$ cat src/rtl/ps2_key_decoder.sv
// PS/2 set-2 keyboard front end: synchronise and filter the bus, frame bytes, and track held keys.
// Optional build macro PS2_RELEASE_ON_ERROR_EN drops all held keys on any frame error.
module ps2_key_decoder #(
  parameter int unsigned FILTER_LEN     = 8,
  parameter int unsigned TIMEOUT_CYCLES = 25000
) (
  input  logic       CLOCK_25,
  input  logic       reset,
  input  logic       ps2_clk,
  input  logic       ps2_data,
  output logic [3:0] keys_1,
  output logic       keypressed_1,
  output logic [3:0] keys_2,
  output logic       keypressed_2,
  output logic       frame_err
);

  localparam int unsigned FCW = $clog2(FILTER_LEN + 1);
  localparam int unsigned TCW = $clog2(TIMEOUT_CYCLES + 1);

  typedef enum logic [1:0] {StIdle, StData, StParity, StStop} state_e;

  logic           r_clk_s1, r_clk_s2, r_dat_s1, r_dat_s2;
  logic           r_filt;
  logic [FCW-1:0] r_fcnt;
  logic           r_strobe;

  state_e         r_state, w_state_d;
  logic [7:0]     r_shift;
  logic [2:0]     r_bit_cnt;
  logic           r_par;
  logic [TCW-1:0] r_to_cnt;
  logic           r_byte_valid;
  logic [7:0]     r_byte;
  logic           r_frame_err;

  logic           r_ext, r_brk, w_ext_d, w_brk_d;
  logic [3:0]     r_keys1, r_keys2, w_keys1_d, w_keys2_d;
  logic           r_kp1, r_kp2;

  logic           w_timeout, w_start, w_shift, w_par_ld, w_stop, w_frame_ok, w_err;

  // Synchronisers idle high, matching an undriven PS/2 bus.
  always_ff @(posedge CLOCK_25) begin
    if (reset) begin
      r_clk_s1 <= 1'b1;
      r_clk_s2 <= 1'b1;
      r_dat_s1 <= 1'b1;
      r_dat_s2 <= 1'b1;
    end else begin
      r_clk_s1 <= ps2_clk;
      r_clk_s2 <= r_clk_s1;
      r_dat_s1 <= ps2_data;
      r_dat_s2 <= r_dat_s1;
    end
  end

  always_ff @(posedge CLOCK_25) begin
    if (reset) begin
      r_filt   <= 1'b1;
      r_fcnt   <= '0;
      r_strobe <= 1'b0;
    end else begin
      r_strobe <= 1'b0;
      if (r_clk_s2 != r_filt) begin
        if (r_fcnt == FCW'(FILTER_LEN - 1)) begin
          r_filt   <= r_clk_s2;
          r_fcnt   <= '0;
          r_strobe <= ~r_clk_s2;
        end else begin
          r_fcnt <= r_fcnt + 1'b1;
        end
      end else begin
        r_fcnt <= '0;
      end
    end
  end

  // Frame FSM: state register
  always_ff @(posedge CLOCK_25) begin
    if (reset) begin
      r_state <= StIdle;
    end else begin
      r_state <= w_state_d;
    end
  end

  // Frame FSM: next state
  always_comb begin
    w_state_d = r_state;
    if (w_timeout) begin
      w_state_d = StIdle;
    end else if (r_strobe) begin
      unique case (r_state)
        StIdle:   if (!r_dat_s2) w_state_d = StData;
        StData:   if (r_bit_cnt == 3'd7) w_state_d = StParity;
        StParity: w_state_d = StStop;
        StStop:   w_state_d = StIdle;
        default:  w_state_d = StIdle;
      endcase
    end
  end

  // Frame FSM: outputs
  always_comb begin
    w_timeout  = (r_state != StIdle) && !r_strobe && (r_to_cnt == TCW'(TIMEOUT_CYCLES - 1));
    w_start    = r_strobe && (r_state == StIdle) && !r_dat_s2;
    w_shift    = r_strobe && (r_state == StData);
    w_par_ld   = r_strobe && (r_state == StParity);
    w_stop     = r_strobe && (r_state == StStop);
    w_frame_ok = w_stop && r_dat_s2 && (^{r_shift, r_par});
    w_err      = w_timeout || (w_stop && !w_frame_ok);
  end

  always_ff @(posedge CLOCK_25) begin
    if (reset) begin
      r_shift      <= '0;
      r_bit_cnt    <= '0;
      r_par        <= 1'b0;
      r_to_cnt     <= '0;
      r_byte_valid <= 1'b0;
      r_byte       <= '0;
      r_frame_err  <= 1'b0;
    end else begin
      if (w_start) begin
        r_bit_cnt <= '0;
      end else if (w_shift) begin
        r_shift   <= {r_dat_s2, r_shift[7:1]};
        r_bit_cnt <= r_bit_cnt + 1'b1;
      end
      if (w_par_ld) begin
        r_par <= r_dat_s2;
      end
      // A strobe in the timeout cycle wins: the counter simply clears.
      if ((r_state == StIdle) || r_strobe || w_timeout) begin
        r_to_cnt <= '0;
      end else begin
        r_to_cnt <= r_to_cnt + 1'b1;
      end
      r_byte_valid <= w_frame_ok;
      if (w_frame_ok) begin
        r_byte <= r_shift;
      end
      r_frame_err <= w_err;
    end
  end

  always_comb begin
    w_keys1_d = r_keys1;
    w_keys2_d = r_keys2;
    w_ext_d   = r_ext;
    w_brk_d   = r_brk;
    if (w_err) begin
      w_ext_d = 1'b0;
      w_brk_d = 1'b0;
`ifdef PS2_RELEASE_ON_ERROR_EN
      w_keys1_d = '0;
      w_keys2_d = '0;
`endif
    end else if (r_byte_valid) begin
      if (r_byte == 8'hE0) begin
        w_ext_d = 1'b1;
      end else if (r_byte == 8'hF0) begin
        w_brk_d = 1'b1;
      end else begin
        w_ext_d = 1'b0;
        w_brk_d = 1'b0;
        case ({r_ext, r_byte})
          9'h01D:  w_keys1_d[0] = ~r_brk;
          9'h01B:  w_keys1_d[1] = ~r_brk;
          9'h023:  w_keys1_d[2] = ~r_brk;
          9'h015:  w_keys1_d[3] = ~r_brk;
          9'h175:  w_keys2_d[0] = ~r_brk;
          9'h172:  w_keys2_d[1] = ~r_brk;
          9'h174:  w_keys2_d[2] = ~r_brk;
          9'h04D:  w_keys2_d[3] = ~r_brk;
          default: ;
        endcase
      end
    end
  end

  always_ff @(posedge CLOCK_25) begin
    if (reset) begin
      r_ext   <= 1'b0;
      r_brk   <= 1'b0;
      r_keys1 <= '0;
      r_keys2 <= '0;
      r_kp1   <= 1'b0;
      r_kp2   <= 1'b0;
    end else begin
      r_ext   <= w_ext_d;
      r_brk   <= w_brk_d;
      r_keys1 <= w_keys1_d;
      r_keys2 <= w_keys2_d;
      r_kp1   <= |w_keys1_d;
      r_kp2   <= |w_keys2_d;
    end
  end

  assign keys_1       = r_keys1;
  assign keys_2       = r_keys2;
  assign keypressed_1 = r_kp1;
  assign keypressed_2 = r_kp2;
  assign frame_err    = r_frame_err;

endmodule

$ cat config.mk
export PLATFORM = sky130hd
export DESIGN_NAME = ps2_key_decoder
export DESIGN_NICKNAME = d
export VERILOG_FILES = /design/src/rtl/ps2_key_decoder.sv
export SDC_FILE = /design/constraint.sdc
export NUM_CORES = 1
export LEC_CHECK = 0
export ABC_AREA = 1
export BUFFER_PORTS_ARGS = -buffer_cell sky130_fd_sc_hd__buf_2
export CORE_ASPECT_RATIO = 1.4
export CORE_MARGIN = 4
export CORE_UTILIZATION = 55
export CTS_CLUSTER_SIZE = 24
export DETAILED_ROUTE_END_ITERATION = 8
export PLACE_DENSITY = 0.76
export SYNTH_ARGS = -nofsm -noshare
export SYNTH_HDL_FRONTEND = slang
export SYNTH_SLANG_ARGS = --single-unit
$ cat constraint.sdc
create_clock -name CLOCK_25 -period 2.81 [get_ports CLOCK_25]
set_input_delay 0.1405 -clock CLOCK_25 [delete_from_list [all_inputs] [get_ports CLOCK_25]]
set_output_delay 0.1405 -clock CLOCK_25 [all_outputs]
set_load 0.02 [all_outputs]
Word-level counts from Yosys, hierarchy flattened
Index checks and enable logic that the tools add are counted.
{"block": "word_totals", "input_bits": 4, "out_inout_bits": 11, "reg_bits": 61, "word_cells": 104}
{"block": "classes", "n_reduce_logical": 32, "muxes": 22, "eq_ne": 20, "bitwise_logic": 6, "add_sub_neg": 3}
{"op": "4-bit two-way mux", "count": 8}
{"op": "9-bit by 5-bit == test with 1-bit output, second input constant", "count": 3}
{"op": "9-bit == test, second input constant", "count": 3}
{"op": "8-bit == test, second input constant", "count": 2}
{"op": "15-bit by 1-bit adder with 15-bit output, second input constant", "count": 1}
{"op": "15-bit == test, second input constant", "count": 1}
{"op": "1-bit two-way mux", "count": 11}
{"op": "1-bit logical AND", "count": 10}
{"op": "9-bit by 6-bit == test with 1-bit output, second input constant", "count": 1}
{"op": "9-bit by 7-bit == test with 1-bit output, second input constant", "count": 1}
{"op": "9-bit XOR reduction", "count": 1}
{"op": "2-bit case mux with 4 select lines", "count": 1}
{"op": "2-bit AND reduction", "count": 4}
{"op": "2-bit OR reduction", "count": 4}
{"op": "4-bit OR reduction", "count": 2}
{"op": "2-bit != test, second input constant", "count": 3}
{"op": "1-bit NOT", "count": 6}
{"op": "3-bit OR reduction", "count": 2}
{"op": "4-bit by 1-bit adder with 4-bit output, second input constant", "count": 1}
{"op": "2-bit == test, second input constant", "count": 2}
{"op": "4-bit by 3-bit == test with 1-bit output, second input constant", "count": 1}
{"op": "2-bit two-way mux", "count": 2}
{"op": "3-bit by 1-bit adder with 3-bit output, second input constant", "count": 1}
{"op": "3-bit == test, second input constant", "count": 1}
{"op": "7 further kinds", "count": 11}

Logic depth before layout (Yosys ltp)
Gate-level depths: netlist (run 1).
{"block": "logic_depth", "ltp_word": 9, "mapped_depth": 14, "ltp_nobuf": 14}

Worst setup path before layout (run 1)
No wires, ideal clock.
{"block": "synth_timing", "path_type": "register to register", "from": "register r_to_cnt[0]", "to": "register r_to_cnt[14]", "path_buffers": 0, "required_ps": 2692, "setup_slack_ps": 1177, "setup_time_ps": 118, "t_arrival_ps": 1515, "stages_incl_launch_ff": 12, "synth_period_minus_slack_ps": 1633, "path_cell_list": "dfxtp_1 -> ha_1 -> nand2_1 -> inv_1 -> nand2_1 -> nor4_2 -> nand2_1 -> nor2_2 -> nand3_1 -> nor2_1 -> nand2_1 -> nor3b_2"}
{"block": "synth_via", "elab_chain_len": 4, "word_cells_on_any_way": 5, "cone_classes": "add/sub: 1; eq/ne: 1; reduce/logical: 3"}
{"element": "start, declared", "line": "32", "source": "logic [TCW-1:0] r_to_cnt;"}
{"element": "start signal, assigned", "line": "138", "source": "r_to_cnt <= r_to_cnt + 1'b1;"}
{"element": "branches (longest 4 deep; another with 15-bit by 1-bit adder with 15-bit output)"}
Several ways; the timed one is not identified.
A chain may end at the register's enable or synchronous reset.

Worst setup path after layout (run 1)
Same ends and word-level chain as after synthesis.

==> results of run 1 <==
## per-stage QoR
stage          total power [mW]  instances  cell area, um^2  worst slack, ns
2_1_floorplan            0.9037        436             3014            1.177
3_3_place_gp             0.9094        507             3127            1.053
3_5_place_dp             0.9101        507             3127           0.9484
4_1_cts                   1.776        525             3372           0.9197
5_1_grt                   1.811        525             3372           0.6797
6_report                  1.755        525             3372           0.9275
## area by class of cell
| class | instances | area share [%] |
|---|---|---|
| tap | 66 | 2.449 |
| timing repair buffer | 16 | 2.672 |
| sequential | 61 | 36.22 |
| multi-input combinational | 316 | 46.42 |
| clock buffer | 12 | 4.601 |
| clock inverter | 4 | 2.078 |
| inverter | 50 | 5.566 |
## worst paths after layout
kind | startpoint | end | slack (ns) | cells past startpoint
max reg2reg | r_to_cnt[0] | r_to_cnt[14] | 0.93 | 11
min | reset | r_byte_valid | 0.22 | 2
min reg2reg | r_clk_s1 | r_clk_s2 | 0.41 | 1
max | r_to_cnt[0] | r_to_cnt[14] | 0.93 | 11
## cells by family (layout without fill, tap and decap cells)
| group | count (synthesis) | count (layout) | share of synthesized area, % |
|---|---|---|---|
| and+or+nand+nor | 235 | 235 | 35.78 |
| AOI/OAI and AO/OA | 69 | 69 | 11.67 |
| DFF | 61 | 61 | 40.51 |
| adders and majority gates | 8 | 8 | 3.321 |
| buffers and inverters | 59 | 82 | 7.555 |
| xor gates and xnor gates | 4 | 4 | 1.163 |
## routing by layer
metal / wire, um / share of wire [%] / global-route usage [%]
met5: 0 / 0 / 0
met3: 153 / 2.6 / 3.270
met4: 132 / 2.2 / 10.66
met1: 2535 / 43 / 21.43
met2: 3061 / 52 / 35.23
## report_power, final
part	internal, mW	total [mW]	switching (mW)	leakage [nW]
combinational	0.00816	0.0230	0.0148	0.795
clock	0.545	0.863	0.318	0.116
sequential	0.868	0.870	0.00182	0.492
## flip-flops by register name (all words and copies together), names as in the netlist
name          flops
r_to_cnt         15
r_byte            8
r_shift           8
keys_1            4
keys_2            4
r_fcnt            4
r_bit_cnt         3
r_state           2
frame_err         1
keypressed_1      1
keypressed_2      1
r_brk             1
r_byte_valid      1
r_clk_s1          1
r_clk_s2          1
r_dat_s1          1
r_dat_s2          1
r_ext             1
r_filt            1
r_par             1
r_strobe          1
## cell usage in the layout, fill, tap and decap left out, types with 2 or more instances in the layout
master         Yosys  final
nor2_1            39     39
clkinv_2           0      2
o21ai_0           25     25
nand3_2            2      2
clkinv_1           2      2
or2_2              6      6
inv_2              3      3
nand4_1            6      6
nor3b_1            3      3
clkbuf_8           0     11
buf_2              2     14
nor2_2             5      5
a21oi_1           41     41
nor4_1             2      2
nand2_2            8      8
inv_1             45     45
nand3b_1           2      2
ha_1               8      8
nand3_1           24     24
dlygate4sd3_1      0      2
dfxtp_1           61     61
bufinv_16          0      2
nor3_1            11     11
nand2_1          122    122
xor2_1             3      3
## cells in the mapped netlist, drive strengths merged
library cell  number
nor4               3
dfxtp             61
nor3              12
inv               48
xor2               3
o21a               1
or2                6
clkbuf             6
nand3             27
nand2            131
o21ai             25
nand3b             2
nor2              44
a211oi             1
a31oi              1
clkinv             2
nor3b              4
nand4              6
xnor2              1
buf                3
a21oi             41
ha                 8
==> results.json, run 1 <==
{
  "clk-insertion-delay-late_ns": 0.33,
  "die_w_um": 70.57,
  "synth_area_um2": 3014,
  "path_buf_inv": 1,
  "yosysTopAreaCell": "dfxtp_1",
  "status": "completed",
  "critPathTopFamily": "simple AND/OR/NAND/NOR gates",
  "cts_tree": "built",
  "cts_buffer_depth": 2,
  "cp_slowest_cell": "dfxtp_1",
  "fill_cells": 487,
  "setup_viol": 0,
  "seq_area_um2": 1221,
  "post_drt_via_cell_ratio": 5.156,
  "antenna_found_initial": 0,
  "route.vias.total": 2707,
  "dieArea_um2": 6745,
  "area_growth_pct": 11.87,
  "crit_chain": "ha_1, nand2_1, inv_1, nand2_1, nor4_2, nand2_1, nor2_2, nand3_1, nor2_1, nand2_1, nor3b_2",
  "fmax_ghz": 0.5312,
  "first_pass_iters": 5,
  "ir_worst_vdd_mv": 0.4113,
  "nets": 466,
  "multi_input_area_um2": 1565,
  "post_cts_buffers": 0,
  "clk_pin_slew_worst_paths_ns": 0.06,
  "crit_arrival_ns": 2.09,
  "clock-sinks": 61,
  "synth-seq-cells": 61,
  "synth-seq-area-share_pct": 40.51,
  "fin_setup_tns_ns": 0,
  "wl_per_cell_um": 11.20,
  "final_util_pct": 64.40,
  "grt_pass1_vias": 2557,
  "grt_max_degree": 23,
  "antenna_cells": 0,
  "worst_ep_required_time_ns": 3.01,
  "finClkSkew_ns": 0.006212,
  "p_per_area_nw_per_um2": 520.5,
  "num_rows": 31,
  "avgSynthCellArea_um2": 6.913,
  "initial_core_util_pct": 57.56,
  "synth_warnings": 0,
  "drc": 0,
  "grt_use_total_pct": 19.42,
  "cts_hold_buf": 2,
  "h-tree-depth": 3,
  "whs_ns": 0.2214,
  "period_needed_ns": 1.882,
  "synthCells": 436,
  "gp_congestion": 0.8434,
  "slew_headroom_pct": 63.96,
  "grt_pass1_wl_um": 10520,
  "fin_crit_sh_pct": 66.99,
  "rsz0062_at_grt": "false",
  "root_buffer": "clkbuf_8",
  "syn-num-nets": 448,
  "maxCapViolations": 0,
  "antenna_left": 0,
  "critPathMaxFanout": 4,
  "cts-buffers-inserted": 9,
  "yosys.area.top_type_share_pct": 40.51,
  "ys_types": 32,
  "drt_wl_total_um": 5882,
  "hold_class": "input port to flip-flop",
  "post_cts_resized": 0,
  "first_iter_violations": 131,
  "hold_viol": 0,
  "tightestPinTransition_ns": 0.5400,
  "drv_slew": 0,
  "drive_gt1_share_pct": 12.64,
  "die_height_um": 95.59,
  "dp_hpwl_um": 4436,
  "critPathKind": "flip-flop to flip-flop",
  "crit_path_end_kind": "flip-flop",
  "globalRouteOverflowTotal": 0,
  "p_leak_nw": 1.404,
  "core_area_um2": 5236,
  "crit_path_start_kind": "flip-flop",
  "crit_path_frequent_cell": "nand2_1",
  "cpPeakStageDelay_ns": 0.35,
  "port_buffers": 14,
  "synth_area_leaders": "dfxtp_1, nand2_1, a21oi_1",
  "ios": 15
}
No activity file was read; power rests on OpenSTA's default activity.
==> run 2: changes to the inputs <==
--- a/config.mk
+++ b/config.mk
@@ -12,7 +12,7 @@
 export CORE_UTILIZATION = 55
 export CTS_CLUSTER_SIZE = 24
 export DETAILED_ROUTE_END_ITERATION = 8
-export PLACE_DENSITY = 0.76
+export PLACE_DENSITY = 0.79
 export SYNTH_ARGS = -nofsm -noshare
 export SYNTH_HDL_FRONTEND = slang
 export SYNTH_SLANG_ARGS = --single-unit
==> constraint.sdc (replaced) <==
create_clock -name CLOCK_25 -period 1.7 [get_ports CLOCK_25]
set_input_delay 0.085 -clock CLOCK_25 [delete_from_list [all_inputs] [get_ports CLOCK_25]]
set_output_delay 0.085 -clock CLOCK_25 [all_outputs]
set_load 0.02 [all_outputs]
==> run 2 against run 1 <==
  * The run now ends with negative setup slack left
  * Worst setup slack worse by 1.1 ns
  * Final cell count up 6.9%
  * Via count up 14%
  * Critical path depth up 2
  * First-iteration DRC count up 35%
  * Clock-buffer cell count up 1
  * Maximum frequency up 2.6%
  * Clock power up 51%
  * Clock skew up 0.00072 ns
  * Combinational power up 130%
  * Hold slack worse by 0.079 ns
  * Power up 59%
  * Critical path type unchanged
  * Largest power group unchanged
==> results.json, run 2 (synthesis gave the netlist of run 1 again) <==
{
  "drt_wl_total_um": 8054,
  "crit_arrival_ns": 2.11,
  "reg.largest.list": "r_to_cnt: 15 flops, r_byte: 8 flops, r_shift: 8 flops",
  "antenna_left": 0,
  "dp.cells": 522,
  "cts-buffers-inserted": 9,
  "crit_path_end_kind": "flip-flop",
  "worst_slack_ns": -0.1350,
  "ir_worst_vdd_mv": 0.6505,
  "critPathMaxFanout": 6,
  "route.vias.total": 3084,
  "drv_slew": 0,
  "first_pass_iters": 4,
  "drc": 0,
  "clk-insertion-delay-late_ns": 0.34,
  "clk_pin_slew_worst_paths_ns": 0.06,
  "largest_reg_flops": 15,
  "gp_congestion": 0.8530,
  "dp_hpwl_um": 4621,
  "dieArea_um2": 6745,
  "post_drt_via_cell_ratio": 5.497,
  "wl_per_cell_um": 14.36,
  "port_buffers": 14,
  "maxCapViolations": 0,
  "initial_core_util_pct": 57.56,
  "slew_headroom_pct": 79.70,
  "rsz0062_at_grt": "true",
  "top_register": "r_to_cnt",
  "fmax_ghz": 0.5450,
  "critPathKind": "flip-flop to flip-flop",
  "clock-sinks": 61,
  "hold_viol": 0,
  "globalRouteOverflowTotal": 0,
  "period_needed_ns": 1.835,
  "whs_ns": 0.1424,
  "grt_pass1_vias": 2696,
  "core_area_um2": 5236,
  "grt_max_degree": 22,
  "cts_buffer_depth": 2,
  "grt_pass1_wl_um": 11370,
  "tightestPinTransition_ns": 0.3022,
  "crit_path_start_kind": "flip-flop",
  "antenna_found_initial": 0,
  "drive_gt1_share_pct": 35.76,
  "fin_crit_sh_pct": 107.9,
  "failed_checks": "negative setup slack",
  "die_w_um": 70.57,
  "first_iter_violations": 177,
  "hold_class": "input port to flip-flop",
  "num_rows": 31,
  "h-tree-depth": 3,
  "final_common_cell": "nand2_1",
  "fin_cells": 561,
  "p_per_area_nw_per_um2": 690.8,
  "fill_cells": 351,
  "cts_tree": "built",
  "worst_ep_required_time_ns": 1.98,
  "root_buffer": "clkbuf_8",
  "setup_viol": 25,
  "finClkSkew_ns": 0.006933,
  "p_leak_nw": 1.787,
  "grt_use_total_pct": 21.21,
  "antenna_cells": 0,
  "nets": 504,
  "status": "complete, but fails checks",
  "die_height_um": 95.59,
  "area_growth_pct": 33.67,
  "ios": 15,
  "layout_common_cells": "nand2_1, dfxtp_1, inv_1"
}
## run 2: worst max-delay path, cell delays in order (launching register included)
cell      delay (ns)
dfxtp_1         0.38
nor2_1          0.09
nor2_2          0.16
nand2_1         0.09
nand2_2         0.07
clkinv_1        0.05
nand2_1         0.06
nand3_2         0.13
nand3_4         0.22
buf_6           0.17
nand3_2         0.10
nand2_2         0.08
nor2_2          0.03
a21oi_1         0.13
## run 2: stage by stage
step | util, % | instance area [um^2] | setup WS [ns] | power, mW | TNS [ns]
finish | 76.94 | 4029 | -0.1350 | 2.783 | -0.8549
global route | 76.94 | 4029 | -0.2407 | 2.877 | -4.044
CTS | 66.62 | 3488 | -0.03675 | 2.800 | -0.09873
detailed placement | 61.86 | 3239 | -0.08153 | 1.509 | -0.1703
global placement | 61.86 | 3239 | -0.07539 | 1.508 | -0.07539
floorplan | - | 3014 | 0.06667 | 1.494 | 0
## run 2: cell type report
class	count	area, um^2	share of cell area (%)
Clock buffer	13	168.9	4.193
Clock inverter	1	30.03	0.7453
Inverter	50	193.9	4.814
Multi-Input combinational cell	318	1907	47.33
Sequential cell	61	1249	30.99
Tap cell	66	82.58	2.050
Timing Repair Buffer	52	397.9	9.876
## run 2: metal layers
metal / track usage (%) / part of all wire [%] / vias to the layer above / wire [um]
li1: - / - / 1518 / -
met1: 22.49 / 38 / 1435 / 3022
met2: 37.89 / 53 / 94 / 4271
met3: 5.169 / 4.6 / 37 / 368
met4: 12.70 / 4.9 / 0 / 393
met5: 0 / 0 / - / 0
## run 2: final timing paths
| path | from | endpoint | slack, ns | cells past startpoint |
|---|---|---|---|---|
| max | r_par | keypressed_1 | -0.13 | 13 |
| min | reset | r_byte[3] | 0.14 | 4 |
| max reg2reg | r_par | keypressed_1 | -0.13 | 13 |
| min reg2reg | r_clk_s1 | r_clk_s2 | 0.41 | 1 |
## run 2: timing repair
item | in CTS | in global routing
gates resized for setup | 5 | 124
endpoints found under the setup margin | 7 | 41
hold endpoints to repair | 2 | 0
pin swaps | 3 | 41
cloned | 0 | 2
setup buffers | 2 | 19
hold buffers | 2 | 0
## run 2: power by group
group | total, mW | switching (mW) | leakage, nW | internal (mW)
registers | 1.43 | 0.00293 | 0.501 | 1.43
clock network | 1.30 | 0.518 | 0.102 | 0.781
logic | 0.0534 | 0.0337 | 1.19 | 0.0197
==> run 3: changes to the inputs <==
--- a/config.mk
+++ b/config.mk
@@ -5,14 +5,15 @@
 export SDC_FILE = /design/constraint.sdc
 export NUM_CORES = 1
 export LEC_CHECK = 0
-export ABC_AREA = 1
+export ABC_AREA = 0
 export BUFFER_PORTS_ARGS = -buffer_cell sky130_fd_sc_hd__buf_2
+export CAP_MARGIN = 20
 export CORE_ASPECT_RATIO = 1.4
 export CORE_MARGIN = 4
-export CORE_UTILIZATION = 55
+export CORE_UTILIZATION = 54
 export CTS_CLUSTER_SIZE = 24
 export DETAILED_ROUTE_END_ITERATION = 8
-export PLACE_DENSITY = 0.79
+export PLACE_DENSITY = 0.78
 export SYNTH_ARGS = -nofsm -noshare
 export SYNTH_HDL_FRONTEND = slang
 export SYNTH_SLANG_ARGS = --single-unit
==> run 3 against run 2 <==
  * Die area fell by 8.7%
  * Critical path depth decreased by 5
  * Synthesized area decreased by 11%
  * Largest cell class unchanged
  * Clock skew is 0.0042 ns higher
  * Clock power rose by 5%
  * Utilization rose by 0.68 points
  * Non-clock buffer count is 27 higher
  * The flow still finishes with violations (negative setup slack)
  * Sequential share of layout area increased by 1.9 points
  * Critical endpoint is now keypressed_2
  * Critical path type unchanged
  * Hold slack gained 0.066 ns
  * Via count shrank 22%
  * Final area down 6.7%
==> results.json, run 3 <==
{
  "status": "complete, but fails checks",
  "failed_checks": "negative setup slack",
  "first_iter_violations": 115,
  "synthArstFlopShare_pct": 0,
  "fin_crit_sh_pct": 135.2,
  "die_height_um": 91.28,
  "synth-seq-area-share_pct": 45.65,
  "clk_pin_slew_worst_paths_ns": 0.08,
  "route.vias.total": 2414,
  "ios": 15,
  "reg2reg_depth": 8,
  "maxCapViolations": 0,
  "drv_slew": 0,
  "fill_cells": 285,
  "yosys.area.top_type_share_pct": 45.65,
  "critPathKind": "flip-flop to flip-flop",
  "synth-seq-cells": 61,
  "rsz0062_at_grt": "true",
  "grt_pass1_wl_um": 10420,
  "regToRegSetupSlack_ns": -0.60,
  "nets": 377,
  "synth_area_leaders": "dfxtp_1, mux2i_1, nor2_1",
  "p_sw_share_pct": 22.08,
  "worst_slack_ns": -0.5987,
  "power_frac_seq_pct": 50.6,
  "grt_use_total_pct": 22.40,
  "fin_cells": 434,
  "period_needed_ns": 2.299,
  "hp-start": "reset",
  "first_pass_iters": 4,
  "yosysTopAreaCell": "dfxtp_1",
  "wl_per_cell_um": 16.68,
  "hold_viol": 0,
  "path_buf_inv": 1,
  "dp.cells": 408,
  "drive_gt1_share_pct": 38.38,
  "synth_commonest_cells": "dfxtp_1, nor2_1, mux2i_1, nand2_1, nand3_1",
  "synthCells": 285,
  "crit_arrival_ns": 2.51,
  "holdPathEnd": "r_to_cnt[14]",
  "synth_area_um2": 2675,
  "tightestPinTransition_ns": 0.4296,
  "antenna_cells": 0,
  "grt_max_degree": 42,
  "crit_path_frequent_cell": "xnor2_1",
  "p_int_mw": 2.213,
  "p_leak_nw": 1.427,
  "fmax_ghz": 0.4350,
  "crit_path_end_kind": "flip-flop",
  "cts_tree": "built",
  "share_comb_of_total_power_pct": 1.4,
  "dp_hpwl_um": 4012,
  "synth-edff-count": 0,
  "worst_ep_required_time_ns": 1.91,
  "crit_chain": "xnor2_1, xnor2_1, xnor3_1, o211a_4, buf_4, nor4_4, mux2i_1, a41oi_1",
  "port_buffers": 14,
  "dieArea_um2": 6160,
  "critPathMaxFanout": 4,
  "slew_headroom_pct": 71.36,
  "hold_class": "input port to flip-flop",
  "largest_reg_flops": 15,
  "syn-num-nets": 297,
  "core_area_um2": 4842,
  "cp_slowest_cell": "dfxtp_1",
  "clock-sinks": 61,
  "cts_buffer_depth": 2,
  "cts-buffers-inserted": 9,
  "min_path_cells": 4,
  "ys_types": 45,
  "dpl_cell_area_um2": 3289,
  "top_register": "r_to_cnt",
  "antenna_found_initial": 0,
  "antenna_left": 0,
  "p_switching_mw": 0.6270,
  "initial_core_util_pct": 55.25,
  "r2r_end": "keypressed_2",
  "setup_viol": 23,
  "area_growth_pct": 40.50,
  "ys.flop_type": "dfxtp_1",
  "fin_setup_tns_ns": -7.365,
  "cpPeakStageDelay_ns": 0.33,
  "ir_worst_vdd_mv": 0.7336,
  "p_per_area_nw_per_um2": 755.5,
  "final_area_um2": 3759,
  "drc": 0,
  "synth_warnings": 0,
  "whs_ns": 0.2079,
  "post_drt_via_cell_ratio": 5.562,
  "avgSynthCellArea_um2": 9.386,
  "h-tree-depth": 3,
  "final_common_cell": "buf_4",
  "synth.most_common_cell": "dfxtp_1",
  "pre_cts_ws_ns": -0.5848,
  "root_buffer": "clkbuf_8",
  "die_w_um": 67.49,
  "total_power_mw": 2.840,
  "grt_pass1_vias": 2404,
  "drt_wl_total_um": 7237,
  "final_util_pct": 77.62,
  "finClkSkew_ns": 0.01110,
  "globalRouteOverflowTotal": 0,
  "pwr-share-clk_pct": 48.0,
  "crit_path_start_kind": "flip-flop",
  "critPathTopFamily": "XOR/XNOR gates",
  "clk-insertion-delay-late_ns": 0.35,
  "reg.largest.list": "r_to_cnt: 15 flops, r_byte: 8 flops, r_shift: 8 flops",
  "r2r_start": "r_shift[2]",
  "num_rows": 30,
  "gp_congestion": 0.7855,
  "layout_common_cells": "buf_4, dfxtp_1, nor2_1"
}
==> run 3: layout make-up <==
cell class	count	area, um^2	area share [%]
Clock inverter	4	55.05	1.465
Multi-Input combinational cell	206	1603	42.64
Timing Repair Buffer	79	599.3	15.95
Tap cell	64	80.08	2.130
Inverter	8	30.03	0.7989
Clock buffer	12	155.1	4.128
Sequential cell	61	1236	32.89
==> run 3: timing repair <==
| action | 4_1_cts | 5_1_grt |
|---|---|---|
| gates cloned | 0 | 2 |
| setup buffers | 2 | 4 |
| hold buffers | 2 | 0 |
| pin swaps | 8 | 8 |
| setup endpoints to repair | 24 | 42 |
| resized for setup | 17 | 31 |
| hold endpoints to repair | 2 | 0 |
==> run 3: worst register-to-register path, stage by stage (launching register included) <==
cell	delay [ns]
dfxtp_1	0.33
xnor2_1	0.14
xnor2_1	0.31
xnor3_1	0.32
o211a_4	0.30
buf_4	0.16
nor4_4	0.17
mux2i_1	0.28
a41oi_1	0.16
==> run 3: power by group through the flow <==
stage	combinational, mW	sequential (mW)	clock, mW
global placement	0.0315	1.47	0
finish	0.0391	1.44	1.36
CTS	0.0368	1.44	1.36
floorplan	0.0209	1.47	0
global route	0.0436	1.44	1.46
detailed placement	0.0330	1.47	0
==> run 3: cells by family (layout without fill, tap and decap cells) <==
logic type / count (synthesis) / in the layout / synth area share, %
AO/OA/AOI/OAI: 24 / 24 / 5.332
XOR/XNOR: 22 / 22 / 7.717
adder cells (fa/ha/maj): 8 / 8 / 3.742
buffers and inverters: 18 / 103 / 3.134
flip-flops: 61 / 61 / 45.65
multiplexers: 24 / 24 / 9.027
AND/OR/NAND/NOR: 128 / 128 / 25.40
==> run 3: worst max path at each step <==
stage,startpoint,to,cells past startpoint
floorplan,r_byte[3],keypressed_2,7
global placement,r_shift[5],keys_1[3],8
detailed placement,r_shift[5],keypressed_2,8
CTS,r_shift[5],keypressed_2,8
global route,r_shift[1],keypressed_2,7
finish,r_shift[2],keypressed_2,8
==> run 3: routing by layer <==
metal	track usage (%)	vias to the layer above	part of all wire [%]
met4	12.69	0	4.0
met1	24.24	1159	39
met5	0	-	0
met3	6.931	28	3.5
met2	37.21	79	54
li1	-	1148	-
